===== src/rtl/divres_bcd_conv.sv =====
// Sequential binary-to-BCD converter for the divider's quotient and remainder.
// Two double-dabble engines run in lockstep; results and error flag are registered.
module divres_bcd_conv #(
    parameter int WIDTH  = 6,
    parameter int DIGITS = 2
) (
    input  logic                  clk,
    input  logic                  rst,
    input  logic                  start,
    input  logic [WIDTH-1:0]      quotient_in,
    input  logic [WIDTH-1:0]      remainder_in,
    input  logic                  overflow_in,
    output logic                  busy,
    output logic                  done,
    output logic [4*DIGITS-1:0]   q_bcd,
    output logic [4*DIGITS-1:0]   r_bcd,
    output logic                  err
);

    localparam int BCDW = 4 * DIGITS;
    localparam int CNTW = $clog2(WIDTH + 1);
    localparam int STPW = BCDW + WIDTH;

    typedef enum logic [1:0] {
        S_IDLE = 2'd0,
        S_CONV = 2'd1,
        S_DONE = 2'd2
    } state_t;

    state_t            r_state;
    state_t            w_next_state;
    logic [WIDTH-1:0]  r_q_bin;
    logic [WIDTH-1:0]  r_r_bin;
    logic [BCDW-1:0]   r_q_acc;
    logic [BCDW-1:0]   r_r_acc;
    logic              r_ovf;
    logic [CNTW-1:0]   r_count;
    logic [BCDW-1:0]   r_q_bcd;
    logic [BCDW-1:0]   r_r_bcd;
    logic              r_err;
    logic              r_busy;
    logic              r_done;
    logic              w_busy_next;
    logic              w_done_next;
    logic              w_last_step;
    logic [STPW-1:0]   w_q_step;
    logic [STPW-1:0]   w_r_step;

    // One shift-add-3 step: nibbles >= 5 get +3 independently, then {bcd,bin} shifts left.
    function automatic logic [STPW-1:0] dabble_step(input logic [BCDW-1:0]  bcd,
                                                    input logic [WIDTH-1:0] bin);
        logic [BCDW-1:0] adj;
        adj = bcd;
        for (int d = 0; d < DIGITS; d++) begin
            if (bcd[4*d +: 4] >= 4'd5) begin
                adj[4*d +: 4] = bcd[4*d +: 4] + 4'd3;
            end else begin
                adj[4*d +: 4] = bcd[4*d +: 4];
            end
        end
        return {adj[BCDW-2:0], bin, 1'b0};
    endfunction

    assign w_q_step    = dabble_step(r_q_acc, r_q_bin);
    assign w_r_step    = dabble_step(r_r_acc, r_r_bin);
    assign w_last_step = (r_count == CNTW'(WIDTH - 1));

    // State register with synchronous reset.
    always_ff @(posedge clk) begin
        if (rst) begin
            r_state <= S_IDLE;
        end else begin
            r_state <= w_next_state;
        end
    end

    // Next-state decode.
    always_comb begin
        w_next_state = r_state;
        case (r_state)
            S_IDLE: begin
                if (start) begin
                    w_next_state = S_CONV;
                end else begin
                    w_next_state = S_IDLE;
                end
            end
            S_CONV: begin
                if (w_last_step) begin
                    w_next_state = S_DONE;
                end else begin
                    w_next_state = S_CONV;
                end
            end
            S_DONE:  w_next_state = S_IDLE;
            default: w_next_state = S_IDLE;
        endcase
    end

    // Handshake outputs derived from the upcoming state so they can be registered.
    always_comb begin
        w_busy_next = 1'b0;
        w_done_next = 1'b0;
        case (w_next_state)
            S_IDLE: begin
                w_busy_next = 1'b0;
                w_done_next = 1'b0;
            end
            S_CONV: begin
                w_busy_next = 1'b1;
                w_done_next = 1'b0;
            end
            S_DONE: begin
                w_busy_next = 1'b1;
                w_done_next = 1'b1;
            end
            default: begin
                w_busy_next = 1'b0;
                w_done_next = 1'b0;
            end
        endcase
    end

    // Registered handshake flags.
    always_ff @(posedge clk) begin
        if (rst) begin
            r_busy <= 1'b0;
            r_done <= 1'b0;
        end else begin
            r_busy <= w_busy_next;
            r_done <= w_done_next;
        end
    end

    // Working registers, engine stepping and result capture.
    always_ff @(posedge clk) begin
        if (rst) begin
            r_q_bin <= '0;
            r_r_bin <= '0;
            r_q_acc <= '0;
            r_r_acc <= '0;
            r_ovf   <= 1'b0;
            r_count <= '0;
            r_q_bcd <= '0;
            r_r_bcd <= '0;
            r_err   <= 1'b0;
        end else begin
            case (r_state)
                S_IDLE: begin
                    if (start) begin
                        r_q_bin <= quotient_in;
                        r_r_bin <= remainder_in;
                        r_ovf   <= overflow_in;
                        r_q_acc <= '0;
                        r_r_acc <= '0;
                        r_count <= '0;
                    end
                end
                S_CONV: begin
                    {r_q_acc, r_q_bin} <= w_q_step;
                    {r_r_acc, r_r_bin} <= w_r_step;
                    r_count            <= r_count + CNTW'(1);
                    // Overflow still runs the engines so latency never depends on data.
                    if (w_last_step) begin
                        r_q_bcd <= r_ovf ? '0 : w_q_step[STPW-1 -: BCDW];
                        r_r_bcd <= r_ovf ? '0 : w_r_step[STPW-1 -: BCDW];
                        r_err   <= r_ovf;
                    end
                end
                default: begin
                end
            endcase
        end
    end

    assign busy  = r_busy;
    assign done  = r_done;
    assign q_bcd = r_q_bcd;
    assign r_bcd = r_r_bcd;
    assign err   = r_err;

endmodule


===== config.mk =====
export PLATFORM = sky130hd
export DESIGN_NAME = divres_bcd_conv
export DESIGN_NICKNAME = d
export VERILOG_FILES = /design/src/rtl/divres_bcd_conv.sv
export SDC_FILE = /design/constraint.sdc
export NUM_CORES = 1
export LEC_CHECK = 0
export ABC_AREA = 1
export BUFFER_PORTS_ARGS = -buffer_cell sky130_fd_sc_hd__buf_2
export CAP_MARGIN = 20
export CORE_ASPECT_RATIO = 2
export CORE_MARGIN = 2
export CORE_UTILIZATION = 45
export DETAILED_ROUTE_END_ITERATION = 16
export PLACE_DENSITY = 0.7
export SLEW_MARGIN = 20
export SYNTH_ARGS = -nofsm -noshare
export SYNTH_HDL_FRONTEND = slang
export SYNTH_SLANG_ARGS = --single-unit

===== constraint.sdc =====
create_clock -name clk -period 3.6 [get_ports clk]
set_input_delay 0.18 -clock clk [delete_from_list [all_inputs] [get_ports clk]]
set_output_delay 0.18 -clock clk [all_outputs]
set_load 0.005 [all_outputs]

==> flow_metrics.env, run 1 <==
export IMPL_dp_slack_ns=1.850
export IMPL_period_share_pct=49.88
export IMPL_grtUsageTotal_pct=18.62
export IMPL_synth_avg_cell_area_um2=7.589
export IMPL_min_period_ns=1.796
export IMPL_worst_path_buf_inv=2
export IMPL_row_count=37
export IMPL_maxSlewViolCount=0
export IMPL_finalPower_mw=1.049
export IMPL_syn_num_nets=334
export IMPL_drtAntennaViolNets=0
export IMPL_status="completed"
export IMPL_drive_gt1_share_pct=13.95
export IMPL_crit_required_ns=3.83
export IMPL_grt_max_degree=40
export IMPL_pwr_share_clk_pct=34.3
export IMPL_slew_headroom_pct=51.83
export IMPL_core_mm2=0.005046
export IMPL_gp_congestion=0.7841
export IMPL_switchingPower_mw=0.2475
export IMPL_drc_errors=0
export IMPL_chipWidth_um=54.88
export IMPL_internal_power_mw=0.8016
export IMPL_hold_path_class="in -> reg"
export IMPL_fin_util_pct=51.80
export IMPL_area_growth_pct=12.19
export IMPL_worst_slew_pin_slew_ns=0.7218
export IMPL_wl_per_cell_um=12.07
export IMPL_p_sw_share_pct=23.59
export IMPL_antenna_found_initial=0
export IMPL_crit_path_max_incr_delay_ns=0.36
export IMPL_cpMaxStageDelayCell="nand2_1"
export IMPL_insertion_delay_ns=0.30
export IMPL_grt_pass1_wl_um=8211
export IMPL_layout_common_cells="nand2_1 (74), dfxtp_1 (53), a21oi_1 (45)"
export IMPL_fmax_ghz=0.5569
export IMPL_synthCells=307
export IMPL_ctsResizeCount=0
export IMPL_io_pins=35
export IMPL_r2r_start="r_state[1]$_SDFF_PP0_"
export IMPL_synth_seq_cells=53
export IMPL_drt_total_wl_um=4769
export IMPL_hold_viol_final=0
export IMPL_leakage_nw=1.104
export IMPL_dieArea_mm2=0.005804
export IMPL_worstHoldStart="overflow_in"
export IMPL_arrival_ns=2.03
export IMPL_rsz0062_at_grt="no"
export IMPL_worstSetupPathType="reg -> reg"
export IMPL_cts_hold_buf=0
export IMPL_clock_sinks=53
export IMPL_vias=2068
export IMPL_fin_skew_ns=0.008678
export IMPL_peakVddDrop_uv=251.9
export IMPL_start_util_pct=46.17
export IMPL_synth_distinct_cells=23
export IMPL_htree_levels=2
export IMPL_p_seq_share_pct=58.8
export IMPL_portBuffers=34
export IMPL_seq_area_frac_synth_pct=45.54
export IMPL_layout_nets=363
export IMPL_syn_cell_area_mm2=0.002330
export IMPL_critPathMaxFanout=18
export IMPL_vias_per_cell=5.235
export IMPL_first_global_vias=1925
export IMPL_power_density_mw_per_mm2=401.4
export IMPL_numCtsBuffers=5
export IMPL_cp_start_kind="flip-flop"
export IMPL_hold_ws_ns=0.09198
export IMPL_clkSlewWorstSetupHoldPaths_ns=0.09
export IMPL_root_buffer="clkbuf_8"
export IMPL_finalSetupViolCount=0
export IMPL_cpMostUsedCell="nand2_1"
export IMPL_dp_hpwl_um=3342
export IMPL_path_delay_family="simple AND/OR/NAND/NOR gates"
export IMPL_cts_setup_buffers=0
export IMPL_grt_overflow=0
export IMPL_cts_tree="built"
export IMPL_drtIter0Drc=73
export IMPL_nFillCells=514
export IMPL_ys_warnings_count=0
export IMPL_max_cap_violations=0
export IMPL_comb_power_share_pct=6.9
export IMPL_num_antenna_cells=0
export IMPL_crit_chain="inv_2 -> nand2_1 -> nand2_1 -> inv_2 -> nand2_1 -> a21oi_1"
export IMPL_dr_pass1_iters=4
export IMPL_tns_ns=0
export IMPL_final_common_cell="nand2_1"
export IMPL_dieHeight_um=105.8
export IMPL_startpoint="r_state[1]$_SDFF_PP0_"
export IMPL_worstSetupEndpointType="flip-flop"
export IMPL_setup_ws_ns=1.804
export IMPL_clockBufferDepth=2
## worst paths after layout
check                            endpoint  slack [ns]  depth (start not counted)
setup reg to reg  r_q_acc[6]$_SDFFE_PP0P_        1.80                          6
hold / removal         r_ovf$_SDFFE_PP0P_        0.09                          3
hold reg to reg     r_bcd[7]$_SDFFE_PP0P_        0.47                          2
setup / recovery  r_q_acc[6]$_SDFFE_PP0P_        1.80                          6
## Yosys cell counts
library cell | number | share of area [%]
a21oi_1 | 45 | 9.7
and2_1 | 1 | 0.27
buf_1 | 2 | 0.32
buf_2 | 3 | 0.64
buf_4 | 1 | 0.32
buf_6 | 1 | 0.48
clkbuf_1 | 5 | 0.81
dfxtp_1 | 53 | 46
ha_1 | 11 | 5.9
inv_1 | 25 | 4.0
inv_2 | 2 | 0.32
nand2_1 | 74 | 12
nand2_2 | 1 | 0.27
nand3_1 | 22 | 4.7
nand4_1 | 8 | 2.1
nand4_4 | 1 | 0.91
nor2_1 | 28 | 4.5
nor2_4 | 1 | 0.48
nor3_1 | 6 | 1.3
o211ai_1 | 1 | 0.32
o21ai_0 | 5 | 1.1
o221ai_1 | 10 | 3.8
o22ai_1 | 1 | 0.27
## layout make-up
cell class                      count  area [um^2]  share of cell area (%)
Multi-Input combinational cell    215         1107                   42.36
Sequential cell                    53         1061                   40.59
Tap cell                           58        72.57                   2.776
Inverter                           27        101.3                   3.877
Clock inverter                      1        5.005                  0.1915
Timing Repair Buffer               34        170.2                   6.510
Clock buffer                        7        96.34                   3.686
## per-stage QoR
stage,instance area [um^2],instances
floorplan,2330,307
global placement,2512,387
detailed placement,2512,387
CTS,2614,395
global route,2614,395
finish,2614,395
## flip-flops by register name, summed over array words and instances (netlist names)
register	flops
r_r_acc	8
r_q_bin	6
done	1
busy	1
r_bcd	8
r_r_bin	6
r_q_acc	8
q_bcd	8
r_ovf	1
r_state	2
err	1
r_count	3
## metal layers
layer | part of all wire [%] | GRT usage [%]
met3 | 3.5 | 4.108
met1 | 46 | 23.78
met2 | 49 | 29.25
met5 | 0 | 0
met4 | 2.1 | 7.321
## power groups by stage
| stage | clock (mW) | combinational (mW) | sequential [mW] |
|---|---|---|---|
| detailed placement | 0 | 0.0732 | 0.630 |
| global route | 0.396 | 0.0843 | 0.619 |
| CTS | 0.372 | 0.0732 | 0.617 |
| global placement | 0 | 0.0711 | 0.630 |
| finish | 0.360 | 0.0726 | 0.617 |
| floorplan | 0 | 0.0547 | 0.626 |
## kinds of logic (layout without fill, tap and decap cells)
logic type	count (synthesis)	count (layout)	synth area share, %
simple gates	142	142	26.53
compound gates	62	62	15.09
flops	53	53	45.54
buf+inv	39	69	6.928
fa+ha+maj	11	11	5.908
## worst reg2reg max path, delay by kind of cell (launching register included)
kind | cells | cell delay (ns)
and+or+nand+nor | 3 | 0.82
buffers and inverters | 2 | 0.42
DFF | 1 | 0.34
AOI/OAI and AO/OA | 1 | 0.15
Power figures use the tool's default switching activity.
==> run 2: changes to the inputs <==
==> constraint.sdc (replaced) <==
create_clock -name clk -period 1.7 [get_ports clk]
set_input_delay 0.085 -clock clk [delete_from_list [all_inputs] [get_ports clk]]
set_output_delay 0.085 -clock clk [all_outputs]
set_load 0.005 [all_outputs]
==> run 2 against run 1 <==
Compared with the run above:
- cell area up 1.6%
- power up 110%
- critical endpoint is now r_bcd[6]$_SDFFE_PP0P_
- clock skew down 0.0066 ns
- largest power group unchanged
- via count up 2.3%
==> flow_metrics.env, run 2 (synthesis results as in run 1) <==
export IMPL_grt_overflow=0
export IMPL_dp_hpwl_um=3471
export IMPL_crit_required_ns=1.93
export IMPL_layout_nets=369
export IMPL_worstSetupPathType="reg -> reg"
export IMPL_hold_viol_final=0
export IMPL_rsz0062_at_grt="no"
export IMPL_power_density_mw_per_mm2=823.2
export IMPL_first_global_vias=1851
export IMPL_grt_max_degree=39
export IMPL_dieHeight_um=105.8
export IMPL_worst_slew_pin_slew_ns=0.4402
export IMPL_min_period_ns=1.461
export IMPL_root_buffer="clkbuf_8"
export IMPL_clkSlewWorstSetupHoldPaths_ns=0.09
export IMPL_dpl_cell_count=393
export IMPL_arrival_ns=1.69
export IMPL_clockBufferDepth=2
export IMPL_peakVddDrop_uv=765.6
export IMPL_vias=2115
export IMPL_regArea_mm2=0.001061
export IMPL_vias_per_cell=5.288
export IMPL_drtAntennaViolNets=0
export IMPL_insertion_delay_ns=0.29
export IMPL_drtIter0Drc=48
export IMPL_num_antenna_cells=0
export IMPL_cpMaxStageDelayCell="dfxtp_1"
export IMPL_finalSetupViolCount=0
export IMPL_status="completed"
export IMPL_numCtsBuffers=5
export IMPL_dr_pass1_iters=5
export IMPL_crit_chain="ha_1 -> nand4_4 -> nor2_4 -> nand3_1 -> a21oi_1"
export IMPL_antenna_found_initial=0
export IMPL_leakage_nw=1.126
export IMPL_nFillCells=490
export IMPL_tns_ns=0
export IMPL_drt_total_wl_um=4909
export IMPL_cts_hold_buf=0
export IMPL_multiInputGateArea_mm2=0.001107
export IMPL_layout_common_cells="nand2_1 (74), dfxtp_1 (53), a21oi_1 (45)"
export IMPL_slew_headroom_pct=70.62
export IMPL_core_mm2=0.005046
export IMPL_crit_path_max_incr_delay_ns=0.39
export IMPL_placed_area_mm2=0.002570
export IMPL_dieArea_mm2=0.005804
export IMPL_critPathMaxFanout=17
export IMPL_final_common_cell="nand2_1"
export IMPL_grtUsageTotal_pct=18.02
export IMPL_start_util_pct=46.17
export IMPL_portBuffers=34
export IMPL_hold_path_class="in -> reg"
export IMPL_cts_setup_buffers=0
export IMPL_htree_levels=2
export IMPL_worstSetupEndpointType="flip-flop"
export IMPL_gp_congestion=0.8161
export IMPL_fin_skew_ns=0.002041
export IMPL_wl_per_cell_um=12.27
export IMPL_area_growth_pct=14.02
export IMPL_grt_pass1_wl_um=7914
export IMPL_cts_tree="built"
export IMPL_drc_errors=0
export IMPL_drive_gt1_share_pct=14.91
export IMPL_clock_sinks=53
export IMPL_maxSlewViolCount=0
export IMPL_instances_no_fill=400
export IMPL_io_pins=35
export IMPL_max_cap_violations=0
export IMPL_cp_start_kind="flip-flop"
export IMPL_chipWidth_um=54.88
export IMPL_fmax_ghz=0.6845
export IMPL_ctsResizeCount=0
export IMPL_period_share_pct=85.94
export IMPL_final_area_mm2=0.002656
export IMPL_row_count=37
==> run 2: cell count changes in the layout (fill, tap and decap cells not counted), sizes merged <==
cell,before,now
buf,34,40
clkinv,1,0
==> run 2: where the power goes <==
part,internal (mW),leakage [nW],switching (mW)
Clock,0.324,0.0443,0.380
Sequential,1.28,0.431,0.0276
Combinational,0.0665,0.651,0.110
==> run 2: path summary, 6_finish.rpt <==
kind | from | end | slack [ns] | cells past startpoint
worst max-delay path | r_count[0]$_SDFFE_PP0P_ | r_bcd[6]$_SDFFE_PP0P_ | 0.24 | 5
worst min-delay path | overflow_in | r_ovf$_SDFFE_PP0P_ | 0.008 | 3
worst min register to register | q_bcd[0]$_SDFFE_PP0P_ | q_bcd[0]$_SDFFE_PP0P_ | 0.47 | 2
worst max register to register | r_count[0]$_SDFFE_PP0P_ | r_bcd[6]$_SDFFE_PP0P_ | 0.24 | 5
==> run 2: routing by layer <==
metal | share of wire (%) | up-vias | track usage, %
met5 | 0 | - | 0
met1 | 45 | 954 | 23.72
li1 | - | 1095 | -
met2 | 50 | 60 | 28.15
met3 | 4.1 | 6 | 3.116
met4 | 1.1 | 0 | 7.143
==> run 2: final cells by class <==
| class | count | share of cell area (%) |
|---|---|---|
| Multi-Input combinational cell | 215 | 41.69 |
| Sequential cell | 53 | 39.94 |
| Timing Repair Buffer | 40 | 8.573 |
| Inverter | 27 | 3.815 |
| Clock buffer | 7 | 3.250 |
| Tap cell | 58 | 2.732 |
==> run 2: per-stage QoR <==
step           worst slack (ns)  utilization, %  hold WS (ns)  power (mW)
2_1_floorplan            0.4134               -        0.2199       1.442
3_3_place_gp             0.3336           50.93        0.3093       1.504
3_5_place_dp             0.2659           50.93        0.3179       1.511
4_1_cts                  0.2323           52.64      0.003949       2.206
5_1_grt                  0.1322           52.64      0.005624       2.270
6_report                 0.2390           52.64      0.007749       2.187
==> run 2: worst max-delay path: cells and delay by family (launching register included) <==
| family | cells | cell delay [ns] |
|---|---|---|
| adders and majority gates | 1 | 0.24 |
| DFF | 1 | 0.39 |
| AOI/OAI and AO/OA | 1 | 0.15 |
| and+or+nand+nor | 3 | 0.61 |
